File: src/rtl/game_sprite_control_pkg.sv
// Shared game configuration: screen geometry, coordinate widths and the
// state encoding reused by sprite-style motion controllers.
package game_sprite_control_pkg;

  localparam int X_WIDTH       = 10;
  localparam int Y_WIDTH       = 10;
  localparam int SCREEN_WIDTH  = 640;
  localparam int SCREEN_HEIGHT = 480;

  // Frame-strobe counters are sized for the 1..255 divider range.
  localparam int CNT_WIDTH = 8;

  typedef enum logic [2:0] {
    SPRITE_CTRL_IDLE   = 3'd0,
    SPRITE_CTRL_FLY    = 3'd1,
    SPRITE_CTRL_SETTLE = 3'd2,
    SPRITE_CTRL_CHECK  = 3'd3,
    SPRITE_CTRL_LOST   = 3'd4
  } sprite_ctrl_state_e;

  function automatic logic is_visible_state(input sprite_ctrl_state_e s);
    return (s == SPRITE_CTRL_FLY) || (s == SPRITE_CTRL_SETTLE) ||
           (s == SPRITE_CTRL_CHECK);
  endfunction

endpackage

File: src/rtl/game_sprite_control_frame_divider.sv
// Frame-strobe counter: counts qualified steps and flags the step that
// completes a TERMINAL-long period, then wraps to zero.
module game_frame_divider
  import game_sprite_control_pkg::*;
#(
  parameter int unsigned TERMINAL = 1
) (
  input  logic clk,
  input  logic reset_n,
  input  logic clear,
  input  logic step,
  output logic terminal
);

  localparam logic [CNT_WIDTH-1:0] TC = CNT_WIDTH'(TERMINAL - 1);

  logic [CNT_WIDTH-1:0] count_q;
  logic [CNT_WIDTH-1:0] count_d;

  assign terminal = (count_q == TC);

  // Clear has priority so a launch always restarts the period cleanly.
  always_comb begin
    count_d = count_q;
    if (clear) begin
      count_d = '0;
    end else if (step) begin
      count_d = terminal ? '0 : count_q + 1'b1;
    end
  end

  always_ff @(posedge clk or negedge reset_n) begin
    if (!reset_n) begin
      count_q <= '0;
    end else begin
      count_q <= count_d;
    end
  end

endmodule

File: src/rtl/game_sprite_control.sv
// Sprite motion sequencer: launches from a home point, steps by a captured
// signed velocity every FRAME_DIV frames and retires once off screen.
module game_sprite_control
  import game_sprite_control_pkg::*;
#(
  parameter logic [X_WIDTH-1:0] START_X     = '0,
  parameter logic [Y_WIDTH-1:0] START_Y     = '0,
  parameter int                 DELTA_WIDTH = 4,
  parameter int unsigned        FRAME_DIV   = 2,
  parameter int unsigned        LOST_FRAMES = 30
) (
  input  logic                          clk,
  input  logic                          reset_n,
  input  logic                          launch,
  input  logic signed [DELTA_WIDTH-1:0] dx,
  input  logic signed [DELTA_WIDTH-1:0] dy,
  input  logic                          frame_strobe,
  input  logic                          sprite_within_screen,
  output logic [X_WIDTH-1:0]            sprite_x,
  output logic [Y_WIDTH-1:0]            sprite_y,
  output logic                          sprite_visible,
  output logic                          busy,
  output logic                          lost
);

  sprite_ctrl_state_e state_q, state_d;
  logic [X_WIDTH-1:0]            sprite_x_q, sprite_x_d;
  logic [Y_WIDTH-1:0]            sprite_y_q, sprite_y_d;
  logic signed [DELTA_WIDTH-1:0] dx_q, dx_d;
  logic signed [DELTA_WIDTH-1:0] dy_q, dy_d;
  logic                          visible_q, visible_d;
  logic                          busy_q, busy_d;
  logic                          lost_q, lost_d;

  logic div_clear, div_step, div_tc;
  logic lost_clear, lost_step, lost_tc;

  function automatic logic [X_WIDTH-1:0] sext_x(input logic signed [DELTA_WIDTH-1:0] d);
    return {{(X_WIDTH - DELTA_WIDTH){d[DELTA_WIDTH-1]}}, d};
  endfunction

  function automatic logic [Y_WIDTH-1:0] sext_y(input logic signed [DELTA_WIDTH-1:0] d);
    return {{(Y_WIDTH - DELTA_WIDTH){d[DELTA_WIDTH-1]}}, d};
  endfunction

  game_frame_divider #(.TERMINAL(FRAME_DIV)) u_step_div (
    .clk      (clk),
    .reset_n  (reset_n),
    .clear    (div_clear),
    .step     (div_step),
    .terminal (div_tc)
  );

  game_frame_divider #(.TERMINAL(LOST_FRAMES)) u_lost_div (
    .clk      (clk),
    .reset_n  (reset_n),
    .clear    (lost_clear),
    .step     (lost_step),
    .terminal (lost_tc)
  );

  always_comb begin
    state_d    = state_q;
    sprite_x_d = sprite_x_q;
    sprite_y_d = sprite_y_q;
    dx_d       = dx_q;
    dy_d       = dy_q;
    lost_d     = 1'b0;
    div_clear  = 1'b0;
    div_step   = 1'b0;
    lost_clear = 1'b0;
    lost_step  = 1'b0;

    case (state_q)
      SPRITE_CTRL_IDLE: begin
        if (launch) begin
          dx_d      = dx;
          dy_d      = dy;
          div_clear = 1'b1;
          state_d   = SPRITE_CTRL_FLY;
        end
      end
      SPRITE_CTRL_FLY: begin
        if (frame_strobe) begin
          div_step = 1'b1;
          if (div_tc) begin
            // Modulo wrap is intended: the display rejects huge coordinates.
            sprite_x_d = sprite_x_q + sext_x(dx_q);
            sprite_y_d = sprite_y_q + sext_y(dy_q);
            state_d    = SPRITE_CTRL_SETTLE;
          end
        end
      end
      SPRITE_CTRL_SETTLE: begin
        state_d = SPRITE_CTRL_CHECK;
      end
      SPRITE_CTRL_CHECK: begin
        if (sprite_within_screen) begin
          state_d = SPRITE_CTRL_FLY;
        end else begin
          state_d    = SPRITE_CTRL_LOST;
          lost_d     = 1'b1;
          lost_clear = 1'b1;
        end
      end
      SPRITE_CTRL_LOST: begin
        if (frame_strobe) begin
          lost_step = 1'b1;
          if (lost_tc) begin
            sprite_x_d = START_X;
            sprite_y_d = START_Y;
            state_d    = SPRITE_CTRL_IDLE;
          end
        end
      end
      default: begin
        state_d = SPRITE_CTRL_IDLE;
      end
    endcase

    visible_d = is_visible_state(state_d);
    busy_d    = (state_d != SPRITE_CTRL_IDLE);
  end

  always_ff @(posedge clk or negedge reset_n) begin
    if (!reset_n) begin
      state_q    <= SPRITE_CTRL_IDLE;
      sprite_x_q <= START_X;
      sprite_y_q <= START_Y;
      dx_q       <= '0;
      dy_q       <= '0;
      visible_q  <= 1'b0;
      busy_q     <= 1'b0;
      lost_q     <= 1'b0;
    end else begin
      state_q    <= state_d;
      sprite_x_q <= sprite_x_d;
      sprite_y_q <= sprite_y_d;
      dx_q       <= dx_d;
      dy_q       <= dy_d;
      visible_q  <= visible_d;
      busy_q     <= busy_d;
      lost_q     <= lost_d;
    end
  end

  assign sprite_x       = sprite_x_q;
  assign sprite_y       = sprite_y_q;
  assign sprite_visible = visible_q;
  assign busy           = busy_q;
  assign lost           = lost_q;

endmodule

File: config.mk
export PLATFORM = sky130hd
export DESIGN_NAME = game_sprite_control
export DESIGN_NICKNAME = d
export VERILOG_FILES = /design/src/rtl/game_sprite_control_pkg.sv /design/src/rtl/game_sprite_control_frame_divider.sv /design/src/rtl/game_sprite_control.sv
export SDC_FILE = /design/constraint.sdc
export NUM_CORES = 1
export LEC_CHECK = 0
export CORE_MARGIN = 2
export CORE_UTILIZATION = 40
export DETAILED_ROUTE_END_ITERATION = 10
export GPL_ROUTABILITY_DRIVEN = 0
export PLACE_DENSITY_LB_ADDON = 0.1
export SKIP_CTS_REPAIR_TIMING = 1
export SYNTH_ARGS = -nofsm -noshare
export SYNTH_HDL_FRONTEND = slang
export SYNTH_HIERARCHICAL = 1
export SYNTH_SLANG_ARGS = --single-unit
File: constraint.sdc
create_clock -name clk -period 2.5 [get_ports clk]
set_clock_uncertainty 0.1 [all_clocks]
set_input_delay 0.5 -clock clk [delete_from_list [all_inputs] [get_ports clk]]
set_output_delay 0.5 -clock clk [all_outputs]
set_load 0.1 [all_outputs]
# Word-level counts from Yosys, hierarchy flattened
# Index checks and enable logic that the tools add are counted.
# word_totals
regBits,50
inputBits,13
out_inout_bits,23
elab_cells,64
# classes
n_addsub,4
eq_ne,13
mux,28
reduce_logical,9
# op_table
cell,n
2-to-1 mux 10 bit,6
2-to-1 mux 8 bit,6
one-hot mux 10 bit (2 select lines),2
adder 10 bit,2
2-to-1 mux 3 bit,6
adder 8 x 1 -> 8 bit (second input constant),2
one-hot mux 3 bit (5 select lines),1
== test 3 x 2 -> 1 bit (second input constant),4
== test 8 x 1 -> 1 bit (second input constant),1
== test 8 x 5 -> 1 bit (second input constant),1
2-to-1 mux 1 bit,7
== test 3 x 1 -> 1 bit (second input constant),2
nonzero test 2 bit,3
AND reduction 5 bit,1
!= test 2 x 1 -> 1 bit (second input constant),2
!= test 2 bit (second input constant),2
== test 3 bit (second input constant),1
zero test 3 bit,1
nonzero test 3 bit,1
logical OR 1 bit,2
AND reduction 2 bit,1

# Logic depth before layout (Yosys ltp)
# Gate-level depths: netlist of the first run.
# logic_depth
word_depth,7
mapped_depth,10

# Modules after synthesis
# The synthesis of the first run kept the hierarchy.
# modules_own_cells
module,n_inst,cells_each,area_per_inst_um2,seq_area_each_um2
game_sprite_control,1,200,2110.8,850.8
game_frame_divider at u_step_div,1,48,460.4,200.2
game_frame_divider at u_lost_div,1,47,450.4,200.2

# Worst setup path before layout of the first run
# OpenSTA, ideal clock, no wires.
# synth_path
kind,register to register
from,register sprite_x_q[1] (netlist: sprite_x[1])
to,register sprite_x_q[9] (netlist: sprite_x[9])
setup_time_ns,0.131
arrival_ns,2.461
required_ns,2.269
slack_ns,-0.192
stages_incl_launch_ff,8
n_path_buf,0
period_less_slack_ns,2.692
cell_sequence,dfrtp_1 ha_1 a211oi_2 o21bai_1 a21o_1 a211oi_4 mux2i_1 o211ai_2
# synth_via
elab_chain_len,4
# synth_rtl
item,line,source
start: declaration,game_sprite_control.sv:27,"logic [X_WIDTH-1:0] sprite_x_q, sprite_x_d;"
start signal: assignment,game_sprite_control.sv:137,sprite_x_q <= sprite_x_d;
adder 10 bit,game_sprite_control.sv:88,sprite_x_d = sprite_x_q + sext_x(dx_q);
2-to-1 mux 10 bit,game_sprite_control.sv:86,if (div_tc) begin
2-to-1 mux 10 bit,game_sprite_control.sv:84,if (frame_strobe) begin
one-hot mux 10 bit (2 select lines),game_sprite_control.sv:74,case (state_q)
# Every way passes these cells. The select of a mux whose other input is x is not followed.
# A chain may end at the register's enable or synchronous reset.

# Final worst setup path of the first run
# layout_path
from,register u_step_div.count_q[1]
to,register sprite_x_q[9] (netlist: sprite_x[9])
# layout_via
elab_chain_len,3
# layout_rtl
item,line,source
start: declaration,game_sprite_control_frame_divider.sv:17,logic [CNT_WIDTH-1:0] count_q;
start signal: assignment,game_sprite_control_frame_divider.sv:36,count_q <= count_d;
== test 8 x 1 -> 1 bit,game_sprite_control_frame_divider.sv:20,assign terminal = (count_q == TC);
named net div_tc,game_sprite_control.sv:35,"logic div_clear, div_step, div_tc;"
!= test 2 x 1 -> 1 bit (no source line),-,
AND reduction 5 bit (no source line),-,
# The timed path passes the listed nets, and every way through them passes these cells.

==> flow_results.org, run 1 <==
** STA
- Timing would allow up to 416 MHz.
- Setup violators final :: 0
- Max-slew violation count :: 0
- Crit share post-route :: 96.2%
- Once routing completed, OpenROAD measured the worst setup slack at 0.0949 ns.
- In this run the tightest slew margin relative to its limit is 65.8%.
- For the finished layout, the period the worst path requires is 2.41 ns.
- Final hold vios :: 0
- Setup repair after global routing could not meet its margin everywhere.
- At the pin with the least slew margin, the transition time is 0.513 ns.

** Synthesis
- Flip-flop and latch count after synthesis :: 50
- The cell count after synthesis came out at 295.
- Synthesis instantiated 52 different standard cells from the library.
- Mapped Nets :: 332
- Of all flip-flops after synthesis, the portion carrying an async set or reset was 100%.
- Number of synthesized flops with an enable pin :: 0
- After synthesis, flip-flops and latches occupy 41.4% of the total area.
- Synth warn :: 6
- The most used flip-flop cell after synthesis is dfrtp_1.
- After synthesis, the mean cell area works out to 10.2 sq um.
- Area of the mapped netlist :: 0.00302 sq mm

** Setup path
- Startpoint kind of the worst setup timing path :: register
- Sequence of cells on the critical path :: inv_1 > ha_1 > or4b_4 > nor2_4 > nand2_4 > or4b_4 > nor3b_2 > mux2i_1 > o211ai_2
- In this design, the largest share of critical-path delay is due to simple AND/OR/NAND/NOR gates.
- Of all nets on the critical path, the largest fanout is 5.
- STA classifies the critical path endpoint as a register.
- Setup crit end :: sprite_x[9]
- The critical path runs through a total of 9 cells.
- Largest stage delay, worst path :: 0.61 ns
- The number of buffers and inverters on the critical path is 1.
- The startpoint identified for the worst register-to-register timing path is u_step_div/count_q[1].
- Worst reg2reg setup slack :: 0.09 ns
- Data on the critical path arrives at its endpoint at 2.54 ns.
- The largest individual stage delay along the critical path comes from the cell or4b_4.
- The worst setup path is of the reg2reg kind.
- Start point of the critical path :: u_step_div/count_q[1]
- The number of cells on the worst reg-to-reg path is 9.
- Critical R2R Capture :: sprite_x[9]
- STA puts the critical path data required time at 2.63 ns.
- In this design, the critical path's most frequently occurring cell is or4b_4.

** Route
- DR WL/cell :: 14.4 microns
- Wires add up to 6.48 mm.
- Dividing the detail-routed via count by the number of cells gives 5.26.
- Drt drc :: 0
- Once detail routing completed, the nets flagged for antenna violations numbered 0.
- The first detailed-routing pass took 4 iterations.
- Starting DRT DRC Count :: 65
- The final route contains 2374 vias.

** Global route
- The via count of the first global-routing pass was 2383.
- Number of antenna violations at the first check in global routing :: 0
- The first global-routing pass estimated 11.3 mm of wire.
- Aggregate global routing overflow :: 0
- Global routing used 16.5% of the available tracks.
- Entering global routing, the biggest net connects 31 pins.

** Flow run
- Max-cap violations in this run came to 0.

** Die
- I/O pin cnt :: 36
- Die outline area :: 0.00827 sq mm
- Placeable Area :: 0.00729 sq mm
- The floorplan step set the die width to 90.9 microns.
- Once the floorplan was initialized, standard cells occupied 41.4% of the core.
- Row generation in the floorplan step produced 31 rows.
- Die Y :: 90.9 microns

** Layout
- After the flow finishes, the layout carries non-filler instances totaling 451.
- Relative to the synthesized area, the layout overhead comes to 23.2%.
- The repair_antennas step left the layout with diodes totalling 0.
- For this run, the post-layout net count is 388.
- Layout cells sized above 1 :: 25.3%
- Number of inserted filler cells in the final layout :: 725

** Placed design
- Counting tap cells, the placed design contains a total of 440 instances.
- Summed over all nets, the half-perimeter wirelength after detailed placement is 4.74 mm.
- Timing analysis after detailed placement gives a worst setup slack of 0.00908 ns.
- Port buffer count :: 35

** Clock tree
- TritonCTS built the clock tree.
- Sink Count :: 50
- The longest clock path from root to sink contains 2 buffers.
- Latest clock arrival within the worst-skew pair :: 0.31 ns
- Clock-pin slew was measured on the worst setup and hold paths at 0.10 ns.
- Total clock buffers created by CTS :: 5
- Clock root cell :: clkbuf_8
- CTS built an H-tree with a depth of 2.

** Worst hold path
- Class of the worst hold path :: in2async

** Outcome
- The run finished with clean final reports.
==> flip-flops by register name, indices dropped and copies added (netlist names) <==
register	flops
sprite_visible	1
u_step_div/count_q	8
sprite_x	10
dy_q	4
sprite_y	10
state_q	3
dx_q	4
busy	1
u_lost_div/count_q	8
lost	1
==> placed cells by master (no fill, tap or decap), types with 11 or more instances in the layout <==
| cell type | Yosys | layout |
|---|---|---|
| buf_4 | 1 | 42 |
| clkdlybuf4s50_1 | 0 | 11 |
| ha_1 | 22 | 22 |
| inv_1 | 14 | 14 |
| nor2_1 | 12 | 11 |
| a21oi_1 | 15 | 15 |
| dfrtp_1 | 50 | 41 |
| o21ai_0 | 27 | 27 |
| nand2_1 | 27 | 27 |
==> cell families (layout without fill, tap and decap cells) <==
family | count (synthesis) | after routing | synth area share [%]
and+or+nand+nor | 82 | 83 | 15.5
AOI/OAI and AO/OA | 94 | 94 | 22.2
buffers and inverters | 21 | 77 | 2.90
xor gates and xnor gates | 15 | 15 | 4.35
muxes | 9 | 9 | 3.27
adders and majority gates | 24 | 24 | 10.4
DFF | 50 | 50 | 41.4
==> cells in the mapped netlist (3+ instances only) <==
cell type | count | share of area (%)
o2111ai_1 | 4 | 1.2
a22o_1 | 6 | 1.7
nand3_1 | 3 | 0.50
nand2_1 | 27 | 3.4
or4b_4 | 3 | 1.4
o21a_1 | 4 | 0.99
xor2_1 | 9 | 2.6
nor2b_1 | 9 | 1.9
or3_1 | 5 | 1.0
dfrtp_1 | 50 | 41
mux2_2 | 7 | 2.6
o21ai_1 | 7 | 1.2
a21oi_1 | 15 | 2.5
o21ai_0 | 27 | 4.5
nor3_1 | 3 | 0.50
o31a_1 | 3 | 0.87
buf_2 | 4 | 0.66
o211ai_1 | 3 | 0.75
a21o_1 | 7 | 1.7
nor2_1 | 12 | 1.5
ha_1 | 22 | 9.1
inv_1 | 14 | 1.7
xnor2_1 | 6 | 1.7
==> metrics by stage <==
step	hold slack, ns	setup TNS (ns)	utilization (%)	instance area (sq um)
global placement	0.402	0	48.9	3560
detailed placement	0.406	0	48.9	3560
finish	0.0526	0	51.0	3720
global route	0.0983	-0.0368	51.0	3720
CTS	0.0712	-0.0143	50.4	3670
floorplan	0.104	0	-	3030
==> layout make-up <==
class | instances | area [sq um] | share of cell area (%)
clock inverter | 2 | 37.5 | 1.01
clock buffer | 6 | 72.6 | 1.95
sequential | 50 | 1260 | 33.9
multi-input combinational | 225 | 1720 | 46.3
inverter | 14 | 52.6 | 1.41
tap | 99 | 124 | 3.33
timing repair buffer | 55 | 450 | 12.1
==> routing by layer <==
| layer | part of all wire, % | global-route usage (%) | wire, microns |
|---|---|---|---|
| met2 | 47 | 26.9 | 3020 |
| met1 | 49 | 22.6 | 3180 |
| met3 | 3.1 | 2.84 | 200 |
| met5 | 0 | 0 | 0 |
| met4 | 1.3 | 4.80 | 85 |
==> how the worst min path moves through the flow <==
stage	from	endpoint	slack, ns	cells after the start
after detailed placement	reset_n	sprite_x[8]	0.41	1
after global routing	reset_n	u_lost_div/count_q[2]	0.1	1
final	reset_n	sprite_y[8]	0.05	1
after CTS	reset_n	sprite_y[8]	0.07	1
after global placement	sprite_y[6]	sprite_y[6]	0.40	2
after floorplan	reset_n	busy	0.10	0
Power of run 1 is not shown: default switching activity piles up to over one toggle a cycle in this logic, so the estimate is an artifact.
==> run 2, diff against run 1 <==
--- a/config.mk
+++ b/config.mk
@@ -5,8 +5,8 @@
 export SDC_FILE = /design/constraint.sdc
 export NUM_CORES = 1
 export LEC_CHECK = 0
-export CORE_MARGIN = 2
-export CORE_UTILIZATION = 40
+export CORE_MARGIN = 8
+export CORE_UTILIZATION = 51
 export DETAILED_ROUTE_END_ITERATION = 10
 export GPL_ROUTABILITY_DRIVEN = 0
 export PLACE_DENSITY_LB_ADDON = 0.1
==> flow_results.org, run 2 (same netlist as run 1, synthesis figures left out) <==
** STA
- The sum of negative setup slack came to 0 ns (unchanged).
- Max-slew violation count :: 0 (unchanged)
- The post-route fraction of the period consumed by the critical path is 95.3% (-0.86 points).
- Worst-Margin Slew :: 0.546 ns (+0.0328 ns)
- RSZ-0062 raised after global routing :: no
- The worst relative slew slack is 63.6% (-2.2 points).
- Final critical path time including I/O delays and setup :: 2.38 ns (-0.0215 ns)
- Setup violators final :: 0 (unchanged)
- Final hold vios :: 0 (unchanged)
- The highest clock frequency the design can meet came to 420 MHz (+0.90%).

** Setup path
- Critical path peak fanout :: 5 (unchanged)
- Critical R2R Capture :: sprite_y[9]
- In this run the worst setup path terminates at sprite_y[9].
- The critical path data required time is 2.63 ns (about the same).
- STA classifies the critical path startpoint as a register.
- Sequence of cells on the critical path :: inv_1 > ha_1 > or4b_4 > nor2_2 > nand2_2 > or4b_4 > nor3b_1 > mux2i_1 > o211ai_1
- CP top delay family :: simple AND/OR/NAND/NOR gates
- Depth of the worst register-to-register path :: 9 (unchanged)
- The delay of the slowest critical-path stage was 0.54 ns (-0.07 ns).
- The startpoint identified for the worst register-to-register timing path is u_step_div/count_q[1].
- Most common cell type on the critical path :: or4b_4
- Total buffers and inverters traversed by the critical path :: 1 (unchanged)
- Among all stages on the critical path, the largest delay is contributed by or4b_4.
- Crit. End Element :: register
- The internal reg-to-reg setup slack was 0.12 ns (+0.02 ns).
- The number of cells on the critical path is 9 (unchanged).
- Start point of the critical path :: u_step_div/count_q[1]
- Worst setup path class :: reg2reg
- Worst path arrival time :: 2.52 ns (-0.02 ns)

** Layout
- The filler cell count came to 534 (-26%).
- Top library cells by usage in the layout, fill and taps aside :: dfrtp_1, buf_4, nand2_1, o21ai_0, ha_1
- The post-route non-filler standard cell count is 422 (-6.4%).
- Antenna cell count :: 0 (unchanged)
- Layout cells sized above 1 :: 24.2% (-1.1 points)
- The library cell used most frequently in the layout, excluding fill and tap cells, is dfrtp_1.
- Area growth from synthesis to layout :: 19.9%
- The number of nets in the finished design was 383 (-1.3%).

** Clock tree
- The CTS buffer count was 5 (unchanged).
- The insertion delay of the later-clocked pin in the worst-skew pair came to 0.31 ns (about the same).
- The maximum buffer depth of the clock tree came to 2 (unchanged).
- The clock-pin transition on the worst setup and hold timing paths was 0.09 ns (about the same).
- The cell sitting at the root of the clock tree is a clkbuf_8.
- The H-tree depth was 2 (unchanged).
- Clock tree from TritonCTS :: done
- The number of sinks handled by clock tree synthesis came to 50 (unchanged).

** Route
- Antenna-violating nets left :: 0 (unchanged)
- The number of detailed-routing iterations run before antenna repair came to 4 (unchanged).
- Aggregate routed wire length :: 6.61 mm (+2.0%)
- The number of vias in the routed layout is 2358 (-0.67%).
- The initial DRC count was 107 (+65%).
- Drt drc :: 0 (unchanged)
- The routed length per placed instance came to 15.7 microns (+9.0%).
- The average vias per placed instance came to 5.59 (+6.2%).

** Global route
- The total congestion overflow was 0 (unchanged).
- The largest net degree at the start of global routing is 29 (-6.5%).
- Via count of the first global-routing pass :: 2306 (-3.2%)
- The overall global routing resource usage was 16.3% (-0.18 points).
- First-pass GRT wire length :: 11.4 mm (+1.1%)
- Number of antenna violations at the first check in global routing :: 0 (unchanged)

** Die
- The vertical die dimension is 93.0 microns (+2.3%).
- The area inside the core boundary was 0.00582 sq mm (-20%).
- Die Wd :: 93.0 microns (+2.3%)
- The starting density of the core was 52.0% (+11 points).
- The standard-cell row count was 28 (-9.7%).
- The die area came to 0.00864 sq mm (+4.6%).
- The number of top-level design ports is 36 (unchanged).

** Placed design
- Detailed-placement wirelength estimate :: 5.03 mm (+6.2%)
- The quantity of I/O buffers inserted on ports is 35 (unchanged).
- # placed instances :: 414 (-5.9%)

** Outcome
- The run finished with clean final reports.

** Worst hold path
- In this run the worst hold path is classified as in2async.

** Flow run
- Max_cap viols :: 0 (unchanged)
-- run 2: how the worst min path moves through the flow --
stage | end | from | cells after the start | slack, ns
global placement | dy_q[0] | dy_q[0] | 1 | 0.40
floorplan | busy | reset_n | 0 | 0.10
detailed placement | dx_q[0] | dx_q[0] | 1 | 0.41
CTS | sprite_y[7] | reset_n | 1 | 0.08
global route | sprite_y[7] | reset_n | 1 | 0.1
finish | sprite_y[7] | reset_n | 1 | 0.07
-- run 2: layout make-up --
cell class                 instances  area [sq um]  area share [%]
multi-input combinational        224          1700            46.9
tap                               75          93.8            2.59
clock buffer                       6          82.6            2.28
sequential                        50          1260            34.9
inverter                          14          52.6            1.45
timing repair buffer              51           420            11.6
clock inverter                     2          12.5           0.345
-- run 2: metal layers --
metal | part of all wire (%) | GRT usage (%) | vias up
li1 | - | - | 1179
met1 | 50 | 22.8 | 1149
met2 | 46 | 24.6 | 25
met3 | 3.3 | 3.85 | 5
met4 | 0.98 | 4.70 | 0
met5 | 0 | 0 | -
-- run 2: worst register-to-register path, stage by stage, from the launching register on --
cell      delay (ns)
dfrtp_1         0.38
inv_1           0.05
ha_1            0.12
or4b_4          0.46
nor2_2          0.16
nand2_2         0.10
or4b_4          0.54
nor3b_1         0.21
mux2i_1         0.10
o211ai_1        0.09
-- run 2: through the flow --
stage	hold WS, ns	cell area [sq um]	worst slack [ns]	util [%]
after floorplan	0.104	3030	0.0361	-
after global placement	0.401	3520	0.118	60.5
after detailed placement	0.408	3520	0.0762	60.5
after CTS	0.0798	3610	0.0553	62.1
after global routing	0.0977	3620	0.0190	62.3
final	0.0679	3620	0.116	62.3
Power of run 2 is left out for the same reason.
==> run 3, diff against run 2 <==
--- a/config.mk
+++ b/config.mk
@@ -5,8 +5,9 @@
 export SDC_FILE = /design/constraint.sdc
 export NUM_CORES = 1
 export LEC_CHECK = 0
+export CAP_MARGIN = 20
 export CORE_MARGIN = 8
-export CORE_UTILIZATION = 51
+export CORE_UTILIZATION = 55
 export DETAILED_ROUTE_END_ITERATION = 10
 export GPL_ROUTABILITY_DRIVEN = 0
 export PLACE_DENSITY_LB_ADDON = 0.1
==> constraint.sdc (replaced) <==
create_clock -name clk -period 2.6 [get_ports clk]
set_clock_uncertainty 0.1 [all_clocks]
set_input_delay 0.52 -clock clk [delete_from_list [all_inputs] [get_ports clk]]
set_output_delay 0.52 -clock clk [all_outputs]
set_load 0.1 [all_outputs]
==> flow_results.org, run 3 (same netlist as run 1, synthesis figures left out) <==
** STA
- Final critical path time including I/O delays and setup :: 2.47 ns (+0.0879 ns)
- Relative slew slack :: 69.1% (+5.5 points)
- Final hold vios :: 0 (unchanged)
- The highest clock frequency the design can meet was 405 MHz (-3.6%).
- The count of final setup violators was 0 (unchanged).
- The transition time of the tightest slew-check pin was 0.463 ns (-0.0828 ns).
- The sum of negative setup slack came to 0 ns (unchanged).
- The post-route fraction of the period consumed by the critical path was 95.1% (-0.29 points).
- RSZ-0062 raised after global routing :: yes
- Max-slew violation count :: 0 (unchanged)

** Layout
- Antenna cell count :: 0 (unchanged)
- Count of nets after finishing :: 382 (-0.26%)
- Multi-input gate area :: 0.00170 sq mm (+0.22%)
- The filler cell count was 460 (-14%).
- Layout cells sized above 1 :: 22.5% (-1.7 points)
- From synthesis to final layout, the design area changed by 18.6%.
- The area taken by flip-flops and latches was 0.00126 sq mm (-0.50%).
- Leaving out fill and tap cells, the most frequent cells in the layout are dfrtp_1, buf_4, nand2_1, o21ai_0, ha_1.
- Commonest non-fill, non-tap cell in the layout :: dfrtp_1

** Placed design
- Detailed-placement wirelength estimate :: 4.73 mm (-5.9%)
- The quantity of I/O buffers inserted on ports is 35 (unchanged).

** Global route
- The largest net degree at the start of global routing is 21 (-28%).
- The initial antenna violation count came to 0 (unchanged).
- Via count of the first global-routing pass :: 2314 (+0.35%)
- The total congestion overflow is 0 (unchanged).
- The wire length of the first global-routing pass was 10.9 mm (-4.4%).
- Overall track demand over capacity in global routing :: 15.9% (-0.40 points)

** Clock tree
- TritonCTS built the clock tree.
- Latest clock arrival within the worst-skew pair :: 0.30 ns (about the same)
- The cell sitting at the root of the clock tree is a clkbuf_8.
- The CTS buffer count came to 5 (unchanged).
- Level count of the clock H-tree :: 2 (unchanged)
- The clock-pin transition on the worst setup and hold timing paths is 0.09 ns (about the same).
- Max Root-Sink Buffers :: 2 (unchanged)
- Sink Count :: 50 (unchanged)

** Die
- Die Wd :: 90.1 microns (-3.1%)
- Placeable Area :: 0.00541 sq mm (-7.1%)
- The standard-cell row count is 27 (-3.6%).
- I/O pin cnt :: 36 (unchanged)
- Die outline area :: 0.00812 sq mm (-6.0%)
- The starting density of the core came to 55.9% (+3.9 points).
- Die Y :: 90.1 microns (-3.1%)

** Setup path
- The internal reg-to-reg setup slack came to 0.13 ns (about the same).
- Critical R2R Capture :: sprite_x[9]
- The worst setup path is launched from a register.
- The arrival time of data at the critical path endpoint came to 2.60 ns (+0.08 ns).
- Required arrival time at the worst endpoint :: 2.73 ns (+0.10 ns)
- Critical path peak fanout :: 9 (+4)
- Depth of the worst register-to-register path :: 9 (unchanged)
- Crit. End Element :: register
- Worst setup path class :: reg2reg
- Worst r2r src :: u_step_div/count_q[1]

** Worst hold path
- The worst hold path belongs to the class in2async.

** Route
- The routed length on met1 was 3.01 mm (-8.5%).
- The initial DRC count was 88 (-18%).
- The routed wire length on met2 came to 2.95 mm (-2.9%).
- Total length of routed met3 wires :: 277 microns (+28%)
- The routed length per placed instance was 15.1 microns (-3.7%).
- Top sig layer :: met4
- Antenna-violating nets left :: 0 (unchanged)
- The number of detailed-routing iterations run before antenna repair is 4 (unchanged).
- Aggregate routed wire length :: 6.30 mm (-4.6%)
- Post-detailed-route via-to-cell ratio :: 5.67 (+1.5%)
- The remaining routing DRC violations came to 0 (unchanged).
- The number of vias in the routed layout is 2370 (+0.51%).

** Flow run
- The total of max-cap violations was 0 (unchanged).

** Outcome
- The flow ran to the end, and the final reports show no timing, DRC or antenna violations.
==> run 3: cell type report <==
cell class	count	area share, %
Tap cell	72	2.51
Inverter	14	1.47
Multi-Input combinational cell	224	47.5
Sequential cell	50	35.1
Clock buffer	6	2.03
Timing Repair Buffer	50	11.2
Clock inverter	2	0.279
==> run 3: worst max-delay path by stage <==
stage	startpoint	endpoint	cells after the start	slack, ns
2_1_floorplan	sprite_x[2]	sprite_x[9]	7	0.008
3_3_place_gp	u_step_div/count_q[1]	sprite_y[9]	9	0.16
3_5_place_dp	u_step_div/count_q[1]	sprite_x[9]	9	0.03
4_1_cts	u_step_div/count_q[1]	sprite_y[9]	9	0.009
5_1_grt	u_step_div/count_q[1]	sprite_x[9]	9	-0.02
6_report	u_step_div/count_q[1]	sprite_x[9]	9	0.13
==> run 3: critical path, cell delays in order (launching register included) <==
cell and delay (ns):
dfrtp_1 0.38, inv_1 0.05, ha_1 0.12, or4b_4 0.49, nor2_2 0.16, nand2_2 0.10, or4b_4 0.58, nor3b_2 0.21
mux2i_1 0.12, o211ai_2 0.09
==> run 3: metal layers <==
metal / global-route usage [%] / vias up
li1: - / 1180
met1: 20.6 / 1149
met2: 25.6 / 35
met3: 4.24 / 6
met4: 4.44 / 0
met5: 0 / -
==> run 3: through the flow <==
| step | util [%] | instance area, sq um | setup slack, ns | instances | hold WS (ns) |
|---|---|---|---|---|---|
| after CTS | 66.1 | 3570 | 0.00857 | 418 | 0.0732 |
| after floorplan | - | 3030 | 0.00776 | 295 | 0.124 |
| after detailed placement | 64.5 | 3490 | 0.0323 | 410 | 0.405 |
| after global placement | 64.5 | 3490 | 0.163 | 410 | 0.397 |
| after global routing | 66.3 | 3580 | -0.0183 | 418 | 0.0915 |
| final | 66.3 | 3580 | 0.128 | 418 | 0.0580 |
Power of run 3 is left out for the same reason.
